File: src/rtl/mem_rd_arbiter.sv
// Arbitrates the instruction and data read requesters onto one MMU read port,
// tracks outstanding reads in order and routes each response to its owner.
module mem_rd_arbiter #(
    parameter int DEPTH        = 4,
    parameter int STARVE_LIMIT = 4
) (
    input  logic        CLK,
    input  logic        RST,
    input  logic        INST_RDEN,
    input  logic [31:0] INST_RIADDR,
    output logic        INST_WAIT,
    output logic        INST_RVALID,
    output logic [31:0] INST_ROADDR,
    output logic [31:0] INST_RDATA,
    input  logic        DATA_RDEN,
    input  logic [31:0] DATA_RIADDR,
    output logic        DATA_WAIT,
    output logic        DATA_RVALID,
    output logic [31:0] DATA_ROADDR,
    output logic [31:0] DATA_RDATA,
    input  logic        FLUSH,
    output logic        MEM_RDEN,
    output logic [31:0] MEM_RIADDR,
    input  logic        MEM_WAIT,
    input  logic        MEM_RVALID,
    input  logic [31:0] MEM_ROADDR,
    input  logic [31:0] MEM_RDATA,
    output logic        ERR
);

    localparam int          AW         = (DEPTH > 1) ? $clog2(DEPTH) : 1;
    localparam logic [AW:0] FULL_CNT   = (AW + 1)'(DEPTH);
    localparam logic [3:0]  STARVE_MAX = 4'(STARVE_LIMIT);
    localparam logic        ID_INST    = 1'b0;
    localparam logic        ID_DATA    = 1'b1;

    logic [DEPTH-1:0] id_q, id_d, disc_q, disc_d;
    logic [AW-1:0]    wr_ptr_q, wr_ptr_d, rd_ptr_q, rd_ptr_d;
    logic [AW:0]      count_q, count_d;
    logic [3:0]       starve_cnt_q, starve_cnt_d;
    logic             err_q, err_d;
    logic             inst_rvalid_q, inst_rvalid_d, data_rvalid_q, data_rvalid_d;
    logic [31:0]      inst_roaddr_q, inst_roaddr_d, inst_rdata_q, inst_rdata_d;
    logic [31:0]      data_roaddr_q, data_roaddr_d, data_rdata_q, data_rdata_d;

    logic grant_inst, grant_data, full, empty, issue, pop, head_id, head_disc;

    // An instruction request never wins during FLUSH, so FLUSH cannot push an inst entry.
    always_comb begin
        grant_inst = INST_RDEN && !FLUSH && (!DATA_RDEN || starve_cnt_q == STARVE_MAX);
        grant_data = DATA_RDEN && !grant_inst;
        full       = (count_q == FULL_CNT);
        empty      = (count_q == '0);
        MEM_RDEN   = (grant_inst || grant_data) && !full;
        MEM_RIADDR = grant_inst ? INST_RIADDR : (grant_data ? DATA_RIADDR : 32'h0);
        issue      = MEM_RDEN && !MEM_WAIT;
        INST_WAIT  = INST_RDEN && !(issue && grant_inst);
        DATA_WAIT  = DATA_RDEN && !(issue && grant_data);
        pop        = MEM_RVALID && !empty;
        head_id    = id_q[rd_ptr_q];
        head_disc  = disc_q[rd_ptr_q] || (FLUSH && head_id == ID_INST);
    end

    always_comb begin
        id_d          = id_q;
        disc_d        = disc_q;
        wr_ptr_d      = wr_ptr_q;
        rd_ptr_d      = rd_ptr_q;
        count_d       = count_q;
        starve_cnt_d  = starve_cnt_q;
        err_d         = err_q || (MEM_RVALID && empty);
        inst_rvalid_d = 1'b0;
        inst_roaddr_d = inst_roaddr_q;
        inst_rdata_d  = inst_rdata_q;
        data_rvalid_d = 1'b0;
        data_roaddr_d = data_roaddr_q;
        data_rdata_d  = data_rdata_q;

        // Marking stale slots is harmless: a push always rewrites its discard bit.
        if (FLUSH) begin
            for (int i = 0; i < DEPTH; i++) begin
                if (id_q[i] == ID_INST) disc_d[i] = 1'b1;
            end
        end

        if (issue) begin
            id_d[wr_ptr_q]   = grant_data ? ID_DATA : ID_INST;
            disc_d[wr_ptr_q] = 1'b0;
            wr_ptr_d         = wr_ptr_q + AW'(1);
        end

        if (pop) begin
            rd_ptr_d = rd_ptr_q + AW'(1);
            if (!head_disc) begin
                if (head_id == ID_INST) begin
                    inst_rvalid_d = 1'b1;
                    inst_roaddr_d = MEM_ROADDR;
                    inst_rdata_d  = MEM_RDATA;
                end else begin
                    data_rvalid_d = 1'b1;
                    data_roaddr_d = MEM_ROADDR;
                    data_rdata_d  = MEM_RDATA;
                end
            end
        end

        case ({issue, pop})
            2'b10:   count_d = count_q + (AW + 1)'(1);
            2'b01:   count_d = count_q - (AW + 1)'(1);
            default: count_d = count_q;
        endcase

        if (!INST_RDEN || (issue && grant_inst)) begin
            starve_cnt_d = 4'd0;
        end else if (issue && grant_data && starve_cnt_q < STARVE_MAX) begin
            starve_cnt_d = starve_cnt_q + 4'd1;
        end
    end

    always_ff @(posedge CLK) begin
        if (RST) begin
            id_q          <= '0;
            disc_q        <= '0;
            wr_ptr_q      <= '0;
            rd_ptr_q      <= '0;
            count_q       <= '0;
            starve_cnt_q  <= '0;
            err_q         <= 1'b0;
            inst_rvalid_q <= 1'b0;
            inst_roaddr_q <= '0;
            inst_rdata_q  <= '0;
            data_rvalid_q <= 1'b0;
            data_roaddr_q <= '0;
            data_rdata_q  <= '0;
        end else begin
            id_q          <= id_d;
            disc_q        <= disc_d;
            wr_ptr_q      <= wr_ptr_d;
            rd_ptr_q      <= rd_ptr_d;
            count_q       <= count_d;
            starve_cnt_q  <= starve_cnt_d;
            err_q         <= err_d;
            inst_rvalid_q <= inst_rvalid_d;
            inst_roaddr_q <= inst_roaddr_d;
            inst_rdata_q  <= inst_rdata_d;
            data_rvalid_q <= data_rvalid_d;
            data_roaddr_q <= data_roaddr_d;
            data_rdata_q  <= data_rdata_d;
        end
    end

    assign INST_RVALID = inst_rvalid_q;
    assign INST_ROADDR = inst_roaddr_q;
    assign INST_RDATA  = inst_rdata_q;
    assign DATA_RVALID = data_rvalid_q;
    assign DATA_ROADDR = data_roaddr_q;
    assign DATA_RDATA  = data_rdata_q;
    assign ERR         = err_q;

endmodule

File: config.mk
export PLATFORM = sky130hd
export DESIGN_NAME = mem_rd_arbiter
export DESIGN_NICKNAME = d
export VERILOG_FILES = /design/src/rtl/mem_rd_arbiter.sv
export SDC_FILE = /design/constraint.sdc
export NUM_CORES = 1
export LEC_CHECK = 0
export ABC_CLOCK_PERIOD_IN_PS = 2250
export CORE_UTILIZATION = 37
export DETAILED_ROUTE_END_ITERATION = 7
export GPL_ROUTABILITY_DRIVEN = 0
export PLACE_DENSITY = 0.78
export SKIP_CTS_REPAIR_TIMING = 1
export SYNTH_ARGS = -nofsm -noshare
export SYNTH_HDL_FRONTEND = slang
export SYNTH_SLANG_ARGS = --single-unit
export TNS_END_PERCENT = 10
File: constraint.sdc
create_clock -name CLK -period 2.25 [get_ports CLK]
set_input_delay 0.225 -clock CLK [delete_from_list [all_inputs] [get_ports CLK]]
set_output_delay 0.225 -clock CLK [all_outputs]
set_load 0.02 [all_outputs]
==> reports/results.ini, run 1 <==
[run_status]
status = complete, no violations

[sta]
tightestPinTransition_ns = 0.4041
fmax_ghz = 0.4536
setup_viol = 0
max-slew-margin-rel_pct = 72.83
skew_ns = 0.009852
setup_ws_ns = 0.04548
hold_violations = 0
rsz0062_at_grt = yes
period_needed_ns = 2.205
fin_crit_sh_pct = 97.98
slew_violations = 0

[setup_path]
startpoint_type = register
arrival_ns = 1.98
worstPathRequired_ns = 2.03
cp-end-kind = output pin
cp_slowest_cell = dfxtp_1
critPathKind = register to output pin
cpPeakStageDelay_ns = 0.32
worstPathCellList = inv_1 > ha_1 > nand3b_1 > a21boi_4 > buf_12 > nand2_1 > o21ai_0 > dlymetal6s2s_1
critical_path.max_fanout = 36

[global_routing]
grt_pass1_wl_mm = 27.99
met2_usage_pct = 36.89
grt_max_degree = 52
grt_use_total_pct = 21.26
antenna_found_initial = 0
grt-ovfl-total = 0
busiest_layer = met2
grt_pass1_vias = 5492
met3_usage_pct = 5.863
met1_usage_pct = 24.41

[routing]
drc = 0
vias = 5715
antenna_left = 0
routed_wirelength_mm = 18.53
wl_per_cell_um = 15.06
routed_via_density = 4.646
first_pass_iters = 5
drt_iter0_drc = 226

[cts]
clock_latency_ns = 0.42
tritoncts = built
clockBufferDepth = 2
clock-sinks = 150
cts_buffers = 17
htreeDepth = 4
path_clk_slew_ns = 0.06
cts_root_buf = clkbuf_16

[power_and_ir_drop]
power_frac_comb_pct = 25.0
clkPwrFrac_pct = 37.4
power.switching_w = 0.002291
internal_power_w = 0.005695
peakVddDrop_mv = 0.5465
leakage_nw = 3.677
power_density_mw_per_mm2 = 802.8
swShare_pct = 28.68
p_seq_share_pct = 37.6
finalPower_w = 0.007986

[synthesis]
synthFlopType = dfxtp_1
ys_types = 36
synth.ff_latch_count = 150
syn-num-nets = 850
synth_edf_count = 0
syn_inst = 707
netlist_area_mm2 = 0.006093
synth-warning-count = 0
syn_area_per_cell_um2 = 8.619
async_reset_ff_share_pct = 0
ys_seq_area_share_pct = 49.28

[floorplanning]
io_pins = 301
core_mm2 = 0.01600
design.die.area_mm2 = 0.01699
start_util_pct = 38.08
rows = 46
die_w_um = 130.3
dieHeight_um = 130.3

[placement]
hpwlAfterDp_mm = 13.08
pre_cts_ws_ns = -0.2216
numPortBuffers = 300

[layout]
post-route-util_pct = 62.17
insertedDiodeCount = 0
fin_nets = 1144
drive_gt1_share_pct = 10.75
synthToLayoutAreaGrowth_pct = 63.24

[min_path]
min_path_type = input port to register

[job]
maxCapViolations = 0

-- per-stage QoR --
stage | cell area (um^2) | hold slack, ns | cells | setup TNS, ns
after floorplan | 6113 | 0.3610 | 707 | 0
after global placement | 9379 | 0.4405 | 1198 | -3.484
after detailed placement | 9379 | 0.4465 | 1198 | -5.597
after CTS | 10010 | 0.1561 | 1230 | -10.99
after global routing | 9947 | 0.1815 | 1230 | -0.1146
final | 9947 | 0.1826 | 1230 | 0
-- state kept, by name, summed over array words and instances, names as in the netlist, 2 cells and up --
name	cells
DATA_RDATA	32
DATA_ROADDR	32
INST_RDATA	32
INST_ROADDR	32
disc_q	4
id_q	4
starve_cnt_q	4
count_q	3
rd_ptr_q	2
wr_ptr_q	2
-- critical path: cells and delay by family, from the launching register on --
family / cells / cell delay [ns]
flops: 1 / 0.32
fa+ha+maj: 1 / 0.15
compound gates: 2 / 0.33
simple gates: 2 / 0.21
buf+inv: 3 / 0.55
-- worst paths after layout --
path	from	to	slack, ns	cells past startpoint
min	RST	DATA_ROADDR[28]$_SDFFE_PP0P_	0.18	2
max	starve_cnt_q[0]$_SDFFE_PP0P_	MEM_RIADDR[10]	0.05	8
max reg2reg	count_q[2]$_SDFFE_PP0P_	count_q[2]$_SDFFE_PP0P_	0.08	9
min reg2reg	INST_RDATA[7]$_SDFFE_PP0P_	INST_RDATA[7]$_SDFFE_PP0P_	0.45	2
-- cell usage after synthesis, types with 2 or more instances --
cell / number / share of area [%]
a211oi_1: 4 / 0.49
a21o_1: 4 / 0.49
a21oi_1: 60 / 4.9
a21oi_2: 16 / 2.3
buf_4: 6 / 0.74
buf_6: 12 / 2.2
clkbuf_1: 30 / 1.8
dfxtp_1: 150 / 49
ha_1: 7 / 1.4
inv_1: 16 / 0.99
mux2i_1: 66 / 11
mux4_2: 2 / 0.74
nand2_1: 193 / 12
nand4b_1: 4 / 0.57
nor2_1: 78 / 4.8
nor2b_1: 2 / 0.21
o21a_1: 2 / 0.25
o21ai_0: 33 / 2.7
xnor2_1: 3 / 0.43
xor2_1: 3 / 0.43
-- placed cells by master, fill, tap and decap left out, drive strengths merged, types with 4 or more instances in the layout --
cell type,instances
a211oi,4
a21o,4
a21oi,76
buf,28
clkbuf,40
clkdlybuf4s50,265
clkinv,4
dfxtp,150
dlymetal6s2s,12
ha,7
inv,20
mux2i,66
nand2,193
nand4b,4
nor2,78
o21ai,33
-- routing by layer --
metal | vias to the layer above | wire (um)
met5 | - | 0
met4 | 0 | 449
li1 | 2904 | -
met1 | 2609 | 7669
met3 | 32 | 1208
met2 | 170 | 9200
-- cell type report --
| cell class | count | area, um^2 |
|---|---|---|
| Clock inverter | 12 | 163.9 |
| Clock buffer | 20 | 466.7 |
| Fill cell | 1433 | 6053 |
| Inverter | 16 | 60.06 |
| Timing Repair Buffer | 325 | 3214 |
| Sequential cell | 150 | 3007 |
| Tap cell | 216 | 270.3 |
| Multi-Input combinational cell | 491 | 2765 |
-- cell families after synthesis --
family | Yosys count | synth area share (%)
compound gates | 124 | 11.87
xor+xnor | 6 | 0.8626
fa+ha+maj | 8 | 1.766
buf+inv | 66 | 5.934
flops | 150 | 49.28
mux | 68 | 11.58
simple gates | 285 | 18.71
-- power groups by stage --
| stage | Combinational [W] | Sequential (W) | Clock, W |
|---|---|---|---|
| floorplan | 0.000873 | 0.00326 | 0 |
| global placement | 0.00199 | 0.00305 | 0 |
| detailed placement | 0.00201 | 0.00306 | 0 |
| CTS | 0.00202 | 0.00300 | 0.00307 |
| global route | 0.00216 | 0.00303 | 0.00317 |
| finish | 0.00200 | 0.00300 | 0.00299 |
(Power assumes the default switching activity.)
==> run 2: changes to the inputs <==
--- a/config.mk
+++ b/config.mk
@@ -5,11 +5,11 @@
 export SDC_FILE = /design/constraint.sdc
 export NUM_CORES = 1
 export LEC_CHECK = 0
-export ABC_CLOCK_PERIOD_IN_PS = 2250
-export CORE_UTILIZATION = 37
+export ABC_CLOCK_PERIOD_IN_PS = 2300
+export CORE_UTILIZATION = 41
 export DETAILED_ROUTE_END_ITERATION = 7
 export GPL_ROUTABILITY_DRIVEN = 0
-export PLACE_DENSITY = 0.78
+export PLACE_DENSITY = 0.81
 export SKIP_CTS_REPAIR_TIMING = 1
 export SYNTH_ARGS = -nofsm -noshare
 export SYNTH_HDL_FRONTEND = slang
==> constraint.sdc (replaced) <==
create_clock -name CLK -period 2.3 [get_ports CLK]
set_input_delay 0.23 -clock CLK [delete_from_list [all_inputs] [get_ports CLK]]
set_output_delay 0.23 -clock CLK [all_outputs]
set_load 0.02 [all_outputs]
==> run 2 against run 1 <==
Net effect:
- register-to-register slack gained 0.04 ns
- largest power group unchanged
- clock power shrank 5%
- largest cell class unchanged
- combinational power shrank 2%
- sequential power shrank 2%
- final cell count shrank 2.2%
- first-iteration DRC count grew 33%
==> reports/results.ini, run 2 (synthesis gave the netlist of run 1 again) <==
[global_routing]
antenna_found_initial = 0
grt_max_degree = 65
grt_use_total_pct = 22.18
grt-ovfl-total = 0
grt_pass1_vias = 5320
grt_pass1_wl_mm = 26.25

[setup_path]
critPathKind = register to register
arrival_ns = 2.51
cp-end-kind = register
worstPathRequired_ns = 2.64
critical_path.max_fanout = 3
startpoint_type = register

[layout]
synthToLayoutAreaGrowth_pct = 64.66
final_cell_mix = clkdlybuf4s50_1, nand2_1, dfxtp_1, nor2_1, mux2i_1
fin_nets = 1149
nFillCells = 1148
drive_gt1_share_pct = 9.715
insertedDiodeCount = 0
final_common_cell = clkdlybuf4s50_1

[routing]
wl_per_cell_um = 14.79
drt_iter0_drc = 300
routed_wirelength_mm = 17.79
first_pass_iters = 7
routed_via_density = 4.762
vias = 5729
antenna_left = 0
drc = 0

[floorplanning]
dieHeight_um = 123.9
rows = 44
design.die.area_mm2 = 0.01535
die_w_um = 123.9
io_pins = 301
start_util_pct = 41.92
core_mm2 = 0.01453

[power_and_ir_drop]
finalPower_w = 0.007742
leakage_nw = 3.863
peakVddDrop_mv = 0.6770
power_density_mw_per_mm2 = 771.6

[sta]
fmax_ghz = 0.4595
tightestPinTransition_ns = 0.4957
hold_violations = 0
whs_ns = 0.2538
setup_viol = 0
skew_ns = 0.007180
period_needed_ns = 2.176
slew_violations = 0
setup_ws_ns = 0.1238
max-slew-margin-rel_pct = 66.95
fin_crit_sh_pct = 94.62

[cts]
htreeDepth = 4
clock-sinks = 150
clockBufferDepth = 2
tritoncts = built
clock_latency_ns = 0.42
cts_buffers = 17
path_clk_slew_ns = 0.06
cts_root_buf = clkbuf_16

[job]
maxCapViolations = 0

[run_status]
status = complete, no violations

[min_path]
min_path_type = input port to register

[placement]
hpwlAfterDp_mm = 12.46
numPortBuffers = 300
pre_cts_ws_ns = -0.1812

## run 2: stage by stage
stage | setup TNS (ns) | std cells | instance area, um^2 | utilization [%]
after detailed placement | -4.676 | 1171 | 9400 | 64.68
after global placement | -2.303 | 1171 | 9400 | 64.68
after global routing | -0.0009119 | 1203 | 10030 | 69.03
after CTS | -8.996 | 1203 | 10010 | 68.91
after floorplan | 0 | 707 | 6112 | -
final | 0 | 1203 | 10030 | 69.03
## run 2: path summary, 6_finish.rpt
check	startpoint	end	slack [ns]	cells past startpoint
worst max-delay path	count_q[0]$_SDFFE_PP0P_	count_q[2]$_SDFFE_PP0P_	0.12	9
worst min-delay path	RST	count_q[0]$_SDFFE_PP0P_	0.25	2
worst max register to register	count_q[0]$_SDFFE_PP0P_	count_q[2]$_SDFFE_PP0P_	0.12	9
worst min register to register	INST_RDATA[9]$_SDFFE_PP0P_	INST_RDATA[9]$_SDFFE_PP0P_	0.45	2
## run 2: power by group
group | switching, W | total, W | internal, W
Combinational | 0.00100 | 0.00196 | 0.000951
Clock | 0.00110 | 0.00285 | 0.00175
Sequential | 0.000119 | 0.00293 | 0.00281
## run 2: cell type report
cell class | instances | area, um^2 | share of cell area (%)
inverters | 16 | 60.06 | 0.5986
multi-input cells | 491 | 2755 | 27.46
flip-flops and latches | 150 | 3005 | 29.95
clock inverters | 13 | 171.4 | 1.708
clock buffers | 19 | 442.9 | 4.415
repair buffers | 330 | 3368 | 33.57
well taps | 184 | 230.2 | 2.295
## run 2: metal layers
metal	up-vias	GRT usage, %	share of wire (%)
met1	2621	26.04	41
met3	19	6.410	7.0
li1	2912	-	-
met4	0	7.664	1.5
met2	177	38.44	50
met5	-	0	0
## run 2: critical path, stage by stage, from the launching register on
cell and delay, ns:
dfxtp_1 0.31, or3b_4 0.41, o211a_1 0.17, inv_2 0.07, ha_2 0.17, inv_1 0.05, fa_2 0.33, xor2_1 0.15
or3_1 0.30, a21oi_1 0.14
